===== config.mk =====
export PLATFORM = sky130hd
export DESIGN_NAME = cpc_rom_bank_ctrl
export DESIGN_NICKNAME = d
export VERILOG_FILES = /design/src/rtl/cpc_rom_bank_ctrl.sv
export SDC_FILE = /design/constraint.sdc
export NUM_CORES = 1
export LEC_CHECK = 0
export ABC_CLOCK_PERIOD_IN_PS = 3900
export CAP_MARGIN = 20
export CORE_MARGIN = 5
export CORE_UTILIZATION = 45
export CTS_CLUSTER_DIAMETER = 150
export DETAILED_ROUTE_END_ITERATION = 12
export PLACE_DENSITY_LB_ADDON = 0.05
export REMOVE_ABC_BUFFERS = 1
export SLEW_MARGIN = 30
export SYNTH_ARGS = -nofsm -noshare
export SYNTH_HDL_FRONTEND = slang
export SYNTH_SLANG_ARGS = --single-unit

===== constraint.sdc =====
create_clock -name CLK -period 3.9 [get_ports CLK]
set_clock_uncertainty 0.1 [all_clocks]
set_input_delay 0.78 -clock CLK [delete_from_list [all_inputs] [get_ports CLK]]
set_output_delay 0.78 -clock CLK [all_outputs]
set_load 0.01 [all_outputs]

===== src/rtl/cpc_rom_bank_ctrl.sv =====
// cpc_rom_bank_ctrl: upper-ROM bank controller for CPC expansion ROM boards.
// Watches the ROM-select I/O write (&DFxx), latches the ROM number and maps
// a DIP-selected window of NUM_ROMS 16K slots onto 28C256-class devices.
// Optional EEPROM in-system write path is compiled in with CPC_ROM_WRITE_EN.
//
// Write FSM (only with CPC_ROM_WRITE_EN)
//   state | meaning
//   IDLE  | no EEPROM write in progress
//   PULSE | rom_we_b low, device selected, for WE_CYCLES clocks
//   HOLD  | rom_we_b high, device kept selected until WR_B returns high
module cpc_rom_bank_ctrl #(
  parameter int NUM_ROMS        = 6,
  parameter int ROMS_PER_DEVICE = 2,
  parameter int WE_CYCLES       = 1,
  localparam int NUM_DEVICES    = (NUM_ROMS + ROMS_PER_DEVICE - 1) / ROMS_PER_DEVICE
) (
  input  logic                   CLK,
  input  logic                   RESET,
  input  logic                   A15,
  input  logic                   A14,
  input  logic                   A13,
  input  logic [7:0]             D,
  input  logic                   IOREQ_B,
  input  logic                   MREQ_B,
  input  logic                   RD_B,
  input  logic                   WR_B,
  input  logic                   ROMEN_B,
  input  logic [7:0]             dip,
  output logic [NUM_DEVICES-1:0] romcs_b,
  output logic                   romoe_b,
  output logic                   roma14,
  output logic                   romdis
`ifdef CPC_ROM_WRITE_EN
  ,
  output logic                   rom_we_b
`endif
);

  logic       iow_q;
  logic       iow_q2;
  logic [7:0] d_q;
  logic [7:0] rom_num;
  logic       hit;
  logic [4:0] sel_idx;
  logic [4:0] dev_idx;
  logic [7:0] base;
  logic [7:0] diff;
  logic       upper_rd;
  logic       wr_act;
  logic       sel_hold;

  assign base     = {3'b000, dip[4:0]};
  assign diff     = rom_num - base;
  assign upper_rd = ~ROMEN_B & ~RD_B & A15 & A14;

  // Sample the ROM-select I/O strobe and the data bus every clock.
  always_ff @(posedge CLK) begin
    if (RESET) begin
      iow_q  <= 1'b0;
      iow_q2 <= 1'b0;
      d_q    <= 8'h00;
    end else begin
      iow_q  <= ~IOREQ_B & ~WR_B & ~A13;
      iow_q2 <= iow_q;
      d_q    <= D;
    end
  end

  // Latch the ROM number once per strobe, using the first sampled data.
  always_ff @(posedge CLK) begin
    if (RESET) begin
      rom_num <= 8'h00;
    end else if (iow_q & ~iow_q2) begin
      rom_num <= d_q;
    end
  end

  // Window decode; the slot index is frozen while an EEPROM write is running.
  always_ff @(posedge CLK) begin
    if (RESET) begin
      hit     <= 1'b0;
      sel_idx <= 5'd0;
    end else begin
      hit <= dip[7] & (rom_num >= base) & (diff < 8'(NUM_ROMS));
      if (!sel_hold) begin
        sel_idx <= diff[4:0];
      end
    end
  end

  assign dev_idx = (ROMS_PER_DEVICE == 2) ? {1'b0, sel_idx[4:1]} : sel_idx;
  assign roma14  = (ROMS_PER_DEVICE == 2) ? sel_idx[0] : 1'b0;
  assign romoe_b = ~(upper_rd & hit & ~wr_act);
  assign romdis  = upper_rd & hit;

  // Per-device chip select: one device at most, only on a hit.
  always_comb begin
    romcs_b = '1;
    for (int k = 0; k < NUM_DEVICES; k++) begin
      if (hit && (upper_rd || wr_act) && (dev_idx == 5'(k))) begin
        romcs_b[k] = 1'b0;
      end
    end
  end

`ifdef CPC_ROM_WRITE_EN
  typedef enum logic [1:0] {IDLE, PULSE, HOLD} wr_state_t;

  wr_state_t  state;
  wr_state_t  state_nxt;
  logic [3:0] we_cnt;
  logic [3:0] we_cnt_nxt;
  logic       upper_wr;
  logic       unused_cfg;

  assign upper_wr   = ~MREQ_B & ~WR_B & A15 & A14 & hit & dip[6];
  assign sel_hold   = wr_act;
  assign unused_cfg = dip[5];

  // Write FSM state and pulse-length down-counter.
  always_ff @(posedge CLK) begin
    if (RESET) begin
      state  <= IDLE;
      we_cnt <= 4'd0;
    end else begin
      state  <= state_nxt;
      we_cnt <= we_cnt_nxt;
    end
  end

  // Write FSM next state and outputs; pulse ends at terminal count zero.
  always_comb begin
    state_nxt  = state;
    we_cnt_nxt = we_cnt;
    rom_we_b   = 1'b1;
    wr_act     = 1'b0;
    case (state)
      IDLE: begin
        if (upper_wr) begin
          state_nxt  = PULSE;
          we_cnt_nxt = 4'(WE_CYCLES - 1);
        end
      end
      PULSE: begin
        rom_we_b = 1'b0;
        wr_act   = 1'b1;
        if (we_cnt == 4'd0) begin
          state_nxt = HOLD;
        end else begin
          we_cnt_nxt = we_cnt - 4'd1;
        end
      end
      HOLD: begin
        wr_act = 1'b1;
        if (WR_B) begin
          state_nxt = IDLE;
        end
      end
      default: state_nxt = IDLE;
    endcase
  end
`else
  logic unused_cfg;

  assign wr_act     = 1'b0;
  assign sel_hold   = 1'b0;
  assign unused_cfg = &{dip[6:5], MREQ_B};
`endif

endmodule


==> results by group, run 1 <==
Worst setup path
  • Setup slack of the worst register-to-register path: 2.06 ns
  • Reg2Reg Depth: 8
  • Setup crit start kind: input port
  • Worst Setup End Kind: output pin
  • Required @ worst endpoint: 3.02 ns
  • FF-to-FF End: hit
  • Critical path fanouts, max: 4
  • Arr. time, crit path: 2.33 ns
  • Category of the critical setup timing path: input port to output pin
  • Reg2reg start: rom_num[0]

Pwr
  • Static power due to leakage: 0.538 nW
  • Worst VDD drop: 0.290 mV
  • Power per cell area: 331 mW/mm^2

Detailed routing
  • Number of design rule violations left after detail routing: 0
  • Total vias in the final route: 740
  • Average vias per placed instance: 4.74
  • Routed wire per std cell: 10.3 um
  • Final antenna-violating net count: 0
  • Number of iterations in the first detailed-routing pass: 2
  • Violation count after the first detailed-routing iteration: 4
  • Final routed wirelength across all metal layers: 1.61 mm

Min path
  • Hold path startpoint: d_q[0]
  • Hold-critical path depth: 2
  • Hold/Removal Path Class: flip-flop to flip-flop
  • Hold worst-path end: rom_num[0]

STA
  • Hold Fails Final Rpt: 0
  • Final-report setup violation count: 0
  • Final clock period utilization by the worst path: 82.2%
  • Least-Margin Pin Slew: 0.569 ns
  • Relative slew margins: 61.9%
  • Setup repair after global routing missed its margin: no
  • Shortest clock period the worst path allows after layout: 3.21 ns
  • Achievable clock frequency: 312 MHz
  • Sum of negative setup slack: 0 ns
  • Max-slew violations: 0

Floorplanning
  • Die Ht: 56.6 um
  • Io pins: 32
  • Num rows: 16
  • Initial core utilization: 48.3%
  • X dimension of the die: 56.6 um
  • Core area: 0.00202 sq mm
  • Area of the die: 0.00320 sq mm

Place
  • Final weighted congestion in routability-driven placement: 0.762
  • PortBufs: 28
  • Hpwl dp: 1.31 mm

GRT
  • GRT Util Overall: 10.7%
  • Overflow left after global routing: 0
  • Maximum number of pins on one net before global-route repair: 24
  • Wire length of the first global-routing pass: 2.74 mm
  • Via count of the first global-routing pass: 703
  • Initial antenna violation count: 0

Layout
  • Final net count: 162
  • Filler Cell Count: 178
  • Number of antenna cells inserted: 0
  • Fraction of layout instances using a drive strength above 1: 6.98%
  • Utilization after layout: 65.5%
  • Syn-to-layout area delta: 35.5%

Synthesis
  • Share of synthesized registers carrying an async set or reset: 0%
  • Synth Cell Area: 977 sq um
  • EDFF count, synth: 0
  • Most used flip-flop cell after synthesis: sky130_fd_sc_hd__dfxtp_1
  • Seq/Total Area, Yosys: 49.2%
  • Mean post-synth cell area: 9.87 sq um
  • Flip-flop and latch count after synthesis: 24
  • Yosys Warn Count: 0
  • Number of distinct standard cells referenced by the synthesized netlist: 27
  • Instance count of the mapped netlist: 99

Run
  • # Max-Cap Violations: 0

CTS
  • Number of buffers added to fix hold violations after cts: 0
  • Count of instances resized after the clock tree is built: 0
  • Inserted Clock Buffers: 3
  • Clock-pin slew on the worst setup and hold paths: 0.11 ns
  • Post-CTS setup buffer count: 0
  • Number of clock sinks: 24
  • Clock buffer depth: 2
  • Clock latency on the worst-skew pair: 0.30 ns
  • Root Buffer: sky130_fd_sc_hd__clkbuf_4
  • Level count of the clock H-tree: 1
  • CTS tree: done

Run status
  • Result of the run: finished, final reports clean
[cell families (layout without fill, tap and decap cells)]
| family | count (synthesis) | after routing | synth area share [%] |
|---|---|---|---|
| AND/OR/NAND/NOR | 39 | 39 | 21.4 |
| adder cells (fa/ha/maj) | 6 | 6 | 8.45 |
| multiplexers | 7 | 7 | 7.17 |
| buffers and inverters | 11 | 41 | 4.48 |
| AO/OA/AOI/OAI | 9 | 9 | 6.66 |
| flip-flops | 24 | 24 | 49.2 |
| XOR/XNOR | 3 | 3 | 2.69 |
[flip-flops by register name, indices dropped and copies added (netlist names)]
name and count:
sel_idx 5, iow_q 1, rom_num 8, d_q 8
iow_q2 1, hit 1
[Yosys cell counts (all sizes together), types with 2 or more instances]
library cell,count,share of area (%)
dfxtp,24,49
nor2,13,5.0
nor2b,12,7.7
inv,8,3.1
mux2i,7,7.2
ha,5,6.4
a21oi,4,2.0
nand2,3,1.2
buf,2,1.0
nand3b,2,1.5
nor4,2,1.3
o21ai,2,1.0
xnor2,2,1.8
[how the worst max path moves through the flow]
stage                     start          to  slack (ns)  cells after the start
after floorplan            RD_B  romcs_b[2]        1.52                      4
after global placement     RD_B  romcs_b[0]        0.73                      6
after detailed placement   RD_B  romcs_b[2]        0.69                      6
after CTS                  RD_B  romcs_b[2]        0.68                      6
after global routing       RD_B  romcs_b[0]        0.58                      6
final                      RD_B  romcs_b[2]        0.69                      6
[critical path, stage by stage]
cell                              delay [ns]
sky130_fd_sc_hd__clkdlybuf4s50_1        0.39
sky130_fd_sc_hd__nor2_1                 0.10
sky130_fd_sc_hd__nand4_1                0.17
sky130_fd_sc_hd__nor4_1                 0.30
sky130_fd_sc_hd__nand2_1                0.09
sky130_fd_sc_hd__clkdlybuf4s50_1        0.48
[power breakdown]
| part | leakage [nW] | switching [mW] | internal [mW] |
|---|---|---|---|
| logic | 0.320 | 0.0201 | 0.0355 |
| clock network | 0.0210 | 0.0668 | 0.0569 |
| registers | 0.197 | 0.00390 | 0.255 |
| total | 0.538 | 0.0908 | 0.348 |
[area by class of cell]
class	instances	area [sq um]	share of cell area, %
tap	27	33.8	2.55
inverter	8	30.0	2.27
clock buffer	4	36.3	2.74
sequential	24	480	36.3
timing repair buffer	29	288	21.7
multi-input combinational	64	455	34.4
[layer usage]
layer	global-route usage, %	wire length, um
met2	18.2	769
met5	0	0
met4	5.08	0
met1	11.9	727
met3	3.44	110
[metrics by stage]
step / power, mW / worst slack, ns / std cells / hold WS (ns) / instance area, sq um
floorplan: 0.289 / 1.52 / 96 / 0.330 / 963
global placement: 0.319 / 0.729 / 152 / 0.340 / 1280
detailed placement: 0.321 / 0.686 / 152 / 0.347 / 1280
CTS: 0.446 / 0.681 / 156 / 0.374 / 1320
global route: 0.458 / 0.582 / 156 / 0.405 / 1320
finish: 0.439 / 0.694 / 156 / 0.368 / 1320
[placed cells by master (no fill, tap or decap), types with 2 or more instances in the layout]
cell type	count
sky130_fd_sc_hd__nor2b_1	11
sky130_fd_sc_hd__nand2_1	3
sky130_fd_sc_hd__nor4_1	2
sky130_fd_sc_hd__mux2i_1	7
sky130_fd_sc_hd__clkbuf_4	3
sky130_fd_sc_hd__a21oi_1	4
sky130_fd_sc_hd__nor2_1	13
sky130_fd_sc_hd__clkdlybuf4s50_1	28
sky130_fd_sc_hd__nand3b_1	2
sky130_fd_sc_hd__ha_1	5
sky130_fd_sc_hd__dfxtp_1	24
sky130_fd_sc_hd__inv_1	8
sky130_fd_sc_hd__xnor2_1	2
No activity file was read; power rests on OpenSTA's default activity.
==> run 2: changes to the inputs <==
--- a/config.mk
+++ b/config.mk
@@ -5,10 +5,10 @@
 export SDC_FILE = /design/constraint.sdc
 export NUM_CORES = 1
 export LEC_CHECK = 0
-export ABC_CLOCK_PERIOD_IN_PS = 3900
+export ABC_CLOCK_PERIOD_IN_PS = 2800
 export CAP_MARGIN = 20
 export CORE_MARGIN = 5
-export CORE_UTILIZATION = 45
+export CORE_UTILIZATION = 40
 export CTS_CLUSTER_DIAMETER = 150
 export DETAILED_ROUTE_END_ITERATION = 12
 export PLACE_DENSITY_LB_ADDON = 0.05
==> constraint.sdc (replaced) <==
create_clock -name CLK -period 2.8 [get_ports CLK]
set_clock_uncertainty 0.1 [all_clocks]
set_input_delay 0.56 -clock CLK [delete_from_list [all_inputs] [get_ports CLK]]
set_output_delay 0.56 -clock CLK [all_outputs]
set_load 0.01 [all_outputs]
==> run 2 against run 1 <==
- routed wire length grew 4.5%
- sequential share of layout area shrank 0.97 points
- worst setup slack lost 0.51 ns
- count of clock-buffer cells in the layout shrank 1
- power grew 56%
- first-iteration DRC count grew 100%
- non-clock buffer count grew 1
- clock power grew 99%
- critical path type unchanged
- critical endpoint is now romcs_b[1]
- largest cell class unchanged
==> results by group, run 2 (same netlist as run 1, synthesis figures left out) <==
Run status
  • Result of the run: finished, final reports clean (unchanged)

Floorplanning
  • Die Ht: 59.4 um (was 56.6 um)
  • Area of the die: 0.00353 sq mm (was 0.00320 sq mm)
  • Num rows: 18 (was 16)
  • X dimension of the die: 59.4 um (was 56.6 um)
  • Io pins: 32 (unchanged)
  • Initial core utilization: 40.6% (was 48.3%)
  • Core area: 0.00241 sq mm (was 0.00202 sq mm)

STA
  • Worst hold-check slack: 0.368 ns (about the same)
  • Final clock period utilization by the worst path: 93.6%
  • Shortest clock period the worst path allows after layout: 2.62 ns
  • Final-report setup violation count: 0 (unchanged)
  • Setup repair after global routing missed its margin: no (unchanged)
  • Sum of negative setup slack: 0 ns (unchanged)
  • Final worst slack: 0.179 ns (was 0.694 ns)
  • Achievable clock frequency: 382 MHz
  • Hold Fails Final Rpt: 0 (unchanged)
  • Max-slew violations: 0 (unchanged)
  • Least-Margin Pin Slew: 0.938 ns (was 0.569 ns)
  • Relative slew margins: 37.3% (was 61.9%)

CTS
  • Number of clock sinks: 24 (unchanged)
  • Clock buffer depth: 2 (unchanged)
  • Root Buffer: sky130_fd_sc_hd__clkbuf_4 (unchanged)
  • CTS tree: done (unchanged)
  • Inserted Clock Buffers: 3 (unchanged)
  • Level count of the clock H-tree: 1 (unchanged)
  • Number of buffers added to fix hold violations after cts: 0 (unchanged)
  • Clock latency on the worst-skew pair: 0.31 ns (was 0.30 ns)
  • Clock-pin slew on the worst setup and hold paths: 0.12 ns (was 0.11 ns)

Worst setup path
  • Critical path fanouts, max: 3 (was 4)
  • Category of the critical setup timing path: input port to output pin (unchanged)
  • Arr. time, crit path: 1.96 ns (was 2.33 ns)
  • Setup crit start kind: input port (unchanged)
  • Worst setup startpoint: RD_B (unchanged)
  • Required @ worst endpoint: 2.14 ns (was 3.02 ns)
  • Reg2reg start: rom_num[0] (unchanged)
  • Worst Setup End Kind: output pin (unchanged)

Place
  • Cell count after placement: 155 (was 152)
  • PortBufs: 28 (unchanged)
  • Worst-case setup slack after placement: -0.0299 ns (was 0.686 ns)
  • Hpwl dp: 1.31 mm (about the same)
  • Final weighted congestion in routability-driven placement: 0.768 (was 0.762)

Pwr
  • Combinational power share: 11.3% (was 12.7%)
  • Static power due to leakage: 0.548 nW (was 0.538 nW)
  • Power per cell area: 504 mW/mm^2 (was 331 mW/mm^2)
  • Relative contribution of the clock network to total power: 36.0% (was 28.2%)
  • Net switching power figure: 136 uW (was 90.8 uW)
  • Proportion of power drawn by flip-flops and latches: 52.8% (was 59.1%)
  • PnR Total Power: 686 uW (was 439 uW)
  • Worst VDD drop: 0.306 mV (was 0.290 mV)
  • Switching fraction of total power: 19.8% (was 20.7%)
  • P_int: 550 uW (was 348 uW)

Layout
  • Final net count: 163 (was 162)
  • Syn-to-layout area delta: 39.2% (was 35.5%)
  • Number of antenna cells inserted: 0 (unchanged)
  • Registers with the highest flip-flop counts: d_q: 8 flops, rom_num: 8 flops, sel_idx: 5 flops (unchanged)
  • Most frequent cells in the layout: 26 x sky130_fd_sc_hd__clkdlybuf4s50_1, 24 x sky130_fd_sc_hd__dfxtp_1, 13 x sky130_fd_sc_hd__nor2_1 (was 28 x sky130_fd_sc_hd__clkdlybuf4s50_1, 24 x sky130_fd_sc_hd__dfxtp_1, 13 x sky130_fd_sc_hd__nor2_1)
  • Fraction of layout instances using a drive strength above 1: 7.69% (was 6.98%)
  • Commonest non-fill, non-tap cell in the layout: sky130_fd_sc_hd__clkdlybuf4s50_1 (unchanged)
  • Post-route insts no fill: 160 (was 156)

Detailed routing
  • Final routed wirelength across all metal layers: 1.68 mm (was 1.61 mm)
  • Average vias per placed instance: 4.69 (was 4.74)
  • Number of design rule violations left after detail routing: 0 (unchanged)
  • Number of iterations in the first detailed-routing pass: 3 (was 2)
  • Routed wire per std cell: 10.5 um (was 10.3 um)
  • Total vias in the final route: 751 (was 740)
  • Violation count after the first detailed-routing iteration: 8 (was 4)
  • Final antenna-violating net count: 0 (unchanged)

GRT
  • Via count of the first global-routing pass: 749 (was 703)
  • Overflow left after global routing: 0 (unchanged)
  • Initial antenna violation count: 0 (unchanged)
  • GRT Util Overall: 10.6% (was 10.7%)
  • Wire length of the first global-routing pass: 2.82 mm (was 2.74 mm)
  • Maximum number of pins on one net before global-route repair: 24 (unchanged)

Run
  • # Max-Cap Violations: 0 (unchanged)

Min path
  • Hold/Removal Path Class: flip-flop to flip-flop (unchanged)
  • Hold path startpoint: iow_q (was d_q[0])
[run 2: changes by cell type in the layout (fill, tap and decap cells not counted)]
cell,previous run,this run
sky130_fd_sc_hd__nor2b_2,1,0
sky130_fd_sc_hd__dlymetal6s2s_1,0,2
sky130_fd_sc_hd__bufinv_16,0,1
sky130_fd_sc_hd__nor4_2,0,1
sky130_fd_sc_hd__clkbuf_8,1,0
sky130_fd_sc_hd__buf_4,1,2
sky130_fd_sc_hd__clkdlybuf4s50_1,28,26
sky130_fd_sc_hd__nor2b_1,11,12
sky130_fd_sc_hd__nor4_1,2,1
[run 2: power groups by stage]
| stage | registers, mW | clock network, mW | logic [mW] |
|---|---|---|---|
| 2_1_floorplan | 0.368 | 0 | 0.0350 |
| 3_3_place_gp | 0.368 | 0 | 0.0769 |
| 3_5_place_dp | 0.369 | 0 | 0.0780 |
| 4_1_cts | 0.362 | 0.253 | 0.0787 |
| 5_1_grt | 0.364 | 0.269 | 0.0852 |
| 6_report | 0.362 | 0.247 | 0.0775 |
[run 2: stage by stage]
step                area (sq um)  utilization [%]
floorplan                    963                -
global placement            1290             53.5
detailed placement          1290             53.5
CTS                         1350             55.9
global route                1360             56.4
finish                      1360             56.4
[run 2: worst paths after layout]
check,end,slack (ns),cells after the start
setup / recovery,romcs_b[1],0.18,6
hold / removal,iow_q2,0.37,1
setup reg to reg,hit,0.96,8
hold reg to reg,iow_q2,0.37,1
[run 2: area by class of cell]
| cell class | instances | area, sq um |
|---|---|---|
| Fill cell | 215 | 1050 |
| Sequential cell | 24 | 480 |
| Multi-Input combinational cell | 64 | 459 |
| Timing Repair Buffer | 30 | 300 |
| Tap cell | 30 | 37.5 |
| Clock inverter | 1 | 30.0 |
| Inverter | 8 | 30.0 |
| Clock buffer | 3 | 22.5 |
[run 2: critical path, stage by stage]
cell                              delay, ns
sky130_fd_sc_hd__clkdlybuf4s50_1       0.40
sky130_fd_sc_hd__nor2_1                0.09
sky130_fd_sc_hd__nand4_1               0.16
sky130_fd_sc_hd__nor3_1                0.18
sky130_fd_sc_hd__nand3b_1              0.09
sky130_fd_sc_hd__clkdlybuf4s50_1       0.48
[run 2: timing repair]
action	in CTS	in global routing
endpoints found under the hold margin	0	0
resized for setup	1	2
cloned	0	0
buffers inserted	0	1
endpoints found under the setup margin	2	2
pin swaps	0	2
[run 2: per-layer routing]
layer  share of wire, %  wire, um  vias up  GRT usage, %
met2                 48       808       21          19.5
met3                7.0       117        2          3.70
li1                   -         -      387             -
met4                1.1        18        0          5.83
met5                  0         0        -             0
met1                 44       737      341          10.2
==> run 3: changes to the inputs <==
--- a/config.mk
+++ b/config.mk
@@ -8,10 +8,11 @@
 export ABC_CLOCK_PERIOD_IN_PS = 2800
 export CAP_MARGIN = 20
 export CORE_MARGIN = 5
-export CORE_UTILIZATION = 40
+export CORE_UTILIZATION = 45
 export CTS_CLUSTER_DIAMETER = 150
 export DETAILED_ROUTE_END_ITERATION = 12
-export PLACE_DENSITY_LB_ADDON = 0.05
+export DONT_BUFFER_PORTS = 1
+export PLACE_DENSITY_LB_ADDON = 0.15
 export REMOVE_ABC_BUFFERS = 1
 export SLEW_MARGIN = 30
 export SYNTH_ARGS = -nofsm -noshare
==> run 3 against run 2 <==
- global-route usage rose by 0.36 points
- highest routed layer unchanged
- final cell count fell by 21%
- sequential cell count unchanged
- critical path depth is 2 lower
- largest power group unchanged
- largest cell class unchanged
==> results by group, run 3 (same netlist as run 1, synthesis figures left out) <==
Detailed routing
  • Final antenna-violating net count: 0 (unchanged)
  • Average vias per placed instance: 4.93 (was 4.69)
  • Routed wire per std cell: 11.7 um (was 10.5 um)
  • Final routed wirelength across all metal layers: 1.49 mm (was 1.68 mm)
  • Number of design rule violations left after detail routing: 0 (unchanged)
  • Number of iterations in the first detailed-routing pass: 4 (was 3)
  • Total vias in the final route: 626 (was 751)
  • Violation count after the first detailed-routing iteration: 11 (was 8)

STA
  • Shortest clock period the worst path allows after layout: 2.04 ns (was 2.62 ns)
  • Setup repair after global routing missed its margin: no (unchanged)
  • Worst hold-check slack: 0.220 ns (was 0.368 ns)
  • Final clock period utilization by the worst path: 73.0% (was 93.6%)
  • Relative slew margins: 77.0% (was 37.3%)
  • Final worst slack: 0.757 ns (was 0.179 ns)
  • Hold Fails Final Rpt: 0 (unchanged)
  • Final-report setup violation count: 0 (unchanged)
  • Achievable clock frequency: 490 MHz (was 382 MHz)
  • Max-slew violations: 0 (unchanged)
  • Least-Margin Pin Slew: 0.341 ns (was 0.938 ns)
  • Sum of negative setup slack: 0 ns (unchanged)

CTS
  • Post-CTS setup buffer count: 0 (unchanged)
  • Level count of the clock H-tree: 1 (unchanged)
  • Inserted Clock Buffers: 3 (unchanged)
  • Number of buffers added to fix hold violations after cts: 0 (unchanged)
  • Number of clock sinks: 24 (unchanged)
  • CTS tree: done (unchanged)
  • Root Buffer: sky130_fd_sc_hd__clkbuf_4 (unchanged)
  • Clock-pin slew on the worst setup and hold paths: 0.11 ns (was 0.12 ns)
  • Clock buffer depth: 2 (unchanged)
  • Clock latency on the worst-skew pair: 0.29 ns (was 0.31 ns)
  • Count of instances resized after the clock tree is built: 0 (was 1)

GRT
  • Overflow left after global routing: 0 (unchanged)
  • Via count of the first global-routing pass: 675 (was 749)
  • GRT Util Overall: 11.0% (was 10.6%)
  • Wire length of the first global-routing pass: 2.82 mm (about the same)
  • Maximum number of pins on one net before global-route repair: 25 (was 24)
  • Initial antenna violation count: 0 (unchanged)

Floorplanning
  • X dimension of the die: 56.6 um (was 59.4 um)
  • Initial core utilization: 48.3% (was 40.6%)
  • Core area: 0.00202 sq mm (was 0.00241 sq mm)
  • Die Ht: 56.6 um (was 59.4 um)
  • Io pins: 32 (unchanged)
  • Num rows: 16 (was 18)
  • Area of the die: 0.00320 sq mm (was 0.00353 sq mm)

Worst setup path
  • Arr. time, crit path: 1.38 ns (was 1.96 ns)
  • Required @ worst endpoint: 2.14 ns (about the same)
  • Setup crit start kind: input port (unchanged)
  • Critical path fanouts, max: 4 (was 3)
  • Category of the critical setup timing path: input port to output pin (unchanged)
  • Worst Setup End Kind: output pin (unchanged)

Layout
  • Syn-to-layout area delta: 5.12% (was 39.2%)
  • Most frequent cells in the layout: 24 x sky130_fd_sc_hd__dfxtp_1, 13 x sky130_fd_sc_hd__nor2_1, 12 x sky130_fd_sc_hd__nor2b_1 (was 26 x sky130_fd_sc_hd__clkdlybuf4s50_1, 24 x sky130_fd_sc_hd__dfxtp_1, 13 x sky130_fd_sc_hd__nor2_1)
  • Number of antenna cells inserted: 0 (unchanged)
  • Utilization after layout: 50.8% (was 56.4%)
  • Registers with the highest flip-flop counts: d_q: 8 flops, rom_num: 8 flops, sel_idx: 5 flops (unchanged)
  • Fraction of layout instances using a drive strength above 1: 7.00% (was 7.69%)
  • Commonest non-fill, non-tap cell in the layout: sky130_fd_sc_hd__dfxtp_1 (was sky130_fd_sc_hd__clkdlybuf4s50_1)
  • Post-route insts no fill: 127 (was 160)
  • Final net count: 134 (was 163)

Place
  • Worst-case setup slack after placement: 0.750 ns (was -0.0299 ns)
  • PortBufs: 0 (was 28)
  • Hpwl dp: 1.16 mm (was 1.31 mm)
  • Cell count after placement: 124 (was 155)
  • Final weighted congestion in routability-driven placement: 0.803 (was 0.768)

Pwr
  • Worst VDD drop: 0.254 mV (was 0.306 mV)
  • Power per cell area: 523 mW/mm^2 (was 504 mW/mm^2)
  • Static power due to leakage: 0.420 nW (was 0.548 nW)

Run
  • # Max-Cap Violations: 0 (unchanged)

Min path
  • Hold/Removal Path Class: input port to flip-flop (was flip-flop to flip-flop)

Run status
  • Result of the run: finished, final reports clean (unchanged)
## run 3: cell count changes in the layout (fill, tap and decap cells not counted), sizes merged
| cell | change |
|---|---|
| buf | -1 |
| bufinv | -1 |
| clkdlybuf4s50 | -26 |
| dlymetal6s2s | -2 |
## run 3: layer usage
metal	global-route usage, %	routed length (um)	vias to the layer above
met3	3.44	109	2
met1	12.6	666	275
met5	0	0	-
li1	-	-	329
met4	6.44	19	0
met2	17.8	696	20
## run 3: area by class of cell
type | count | area [sq um]
Fill cell | 194 | 995
Tap cell | 27 | 33.8
Timing Repair Buffer | 1 | 7.51
Clock buffer | 3 | 22.5
Inverter | 8 | 30.0
Multi-Input combinational cell | 64 | 453
Sequential cell | 24 | 480
## run 3: power by group
group | switching, mW | internal, mW
registers | 0.00566 | 0.356
clock network | 0.0856 | 0.0500
logic | 0.0192 | 0.0215
## run 3: worst paths after layout
check / to / cells past startpoint / slack (ns) / startpoint
setup / recovery: romcs_b[0] / 4 / 0.76 / RD_B
hold / removal: d_q[6] / 1 / 0.22 / RESET
setup reg to reg: hit / 8 / 0.99 / rom_num[0]
hold reg to reg: iow_q2 / 1 / 0.36 / iow_q
## run 3: metrics by stage
step | power (mW) | instance area (sq um)
3_3_place_gp | 0.409 | 1000
4_1_cts | 0.551 | 1030
6_report | 0.538 | 1030
2_1_floorplan | 0.403 | 963
3_5_place_dp | 0.411 | 1000
5_1_grt | 0.571 | 1030
## run 3: worst max-delay path, stage by stage
cell,delay [ns]
sky130_fd_sc_hd__nor2_1,0.08
sky130_fd_sc_hd__nand4_1,0.24
sky130_fd_sc_hd__nor4_1,0.33
sky130_fd_sc_hd__nand2b_1,0.16
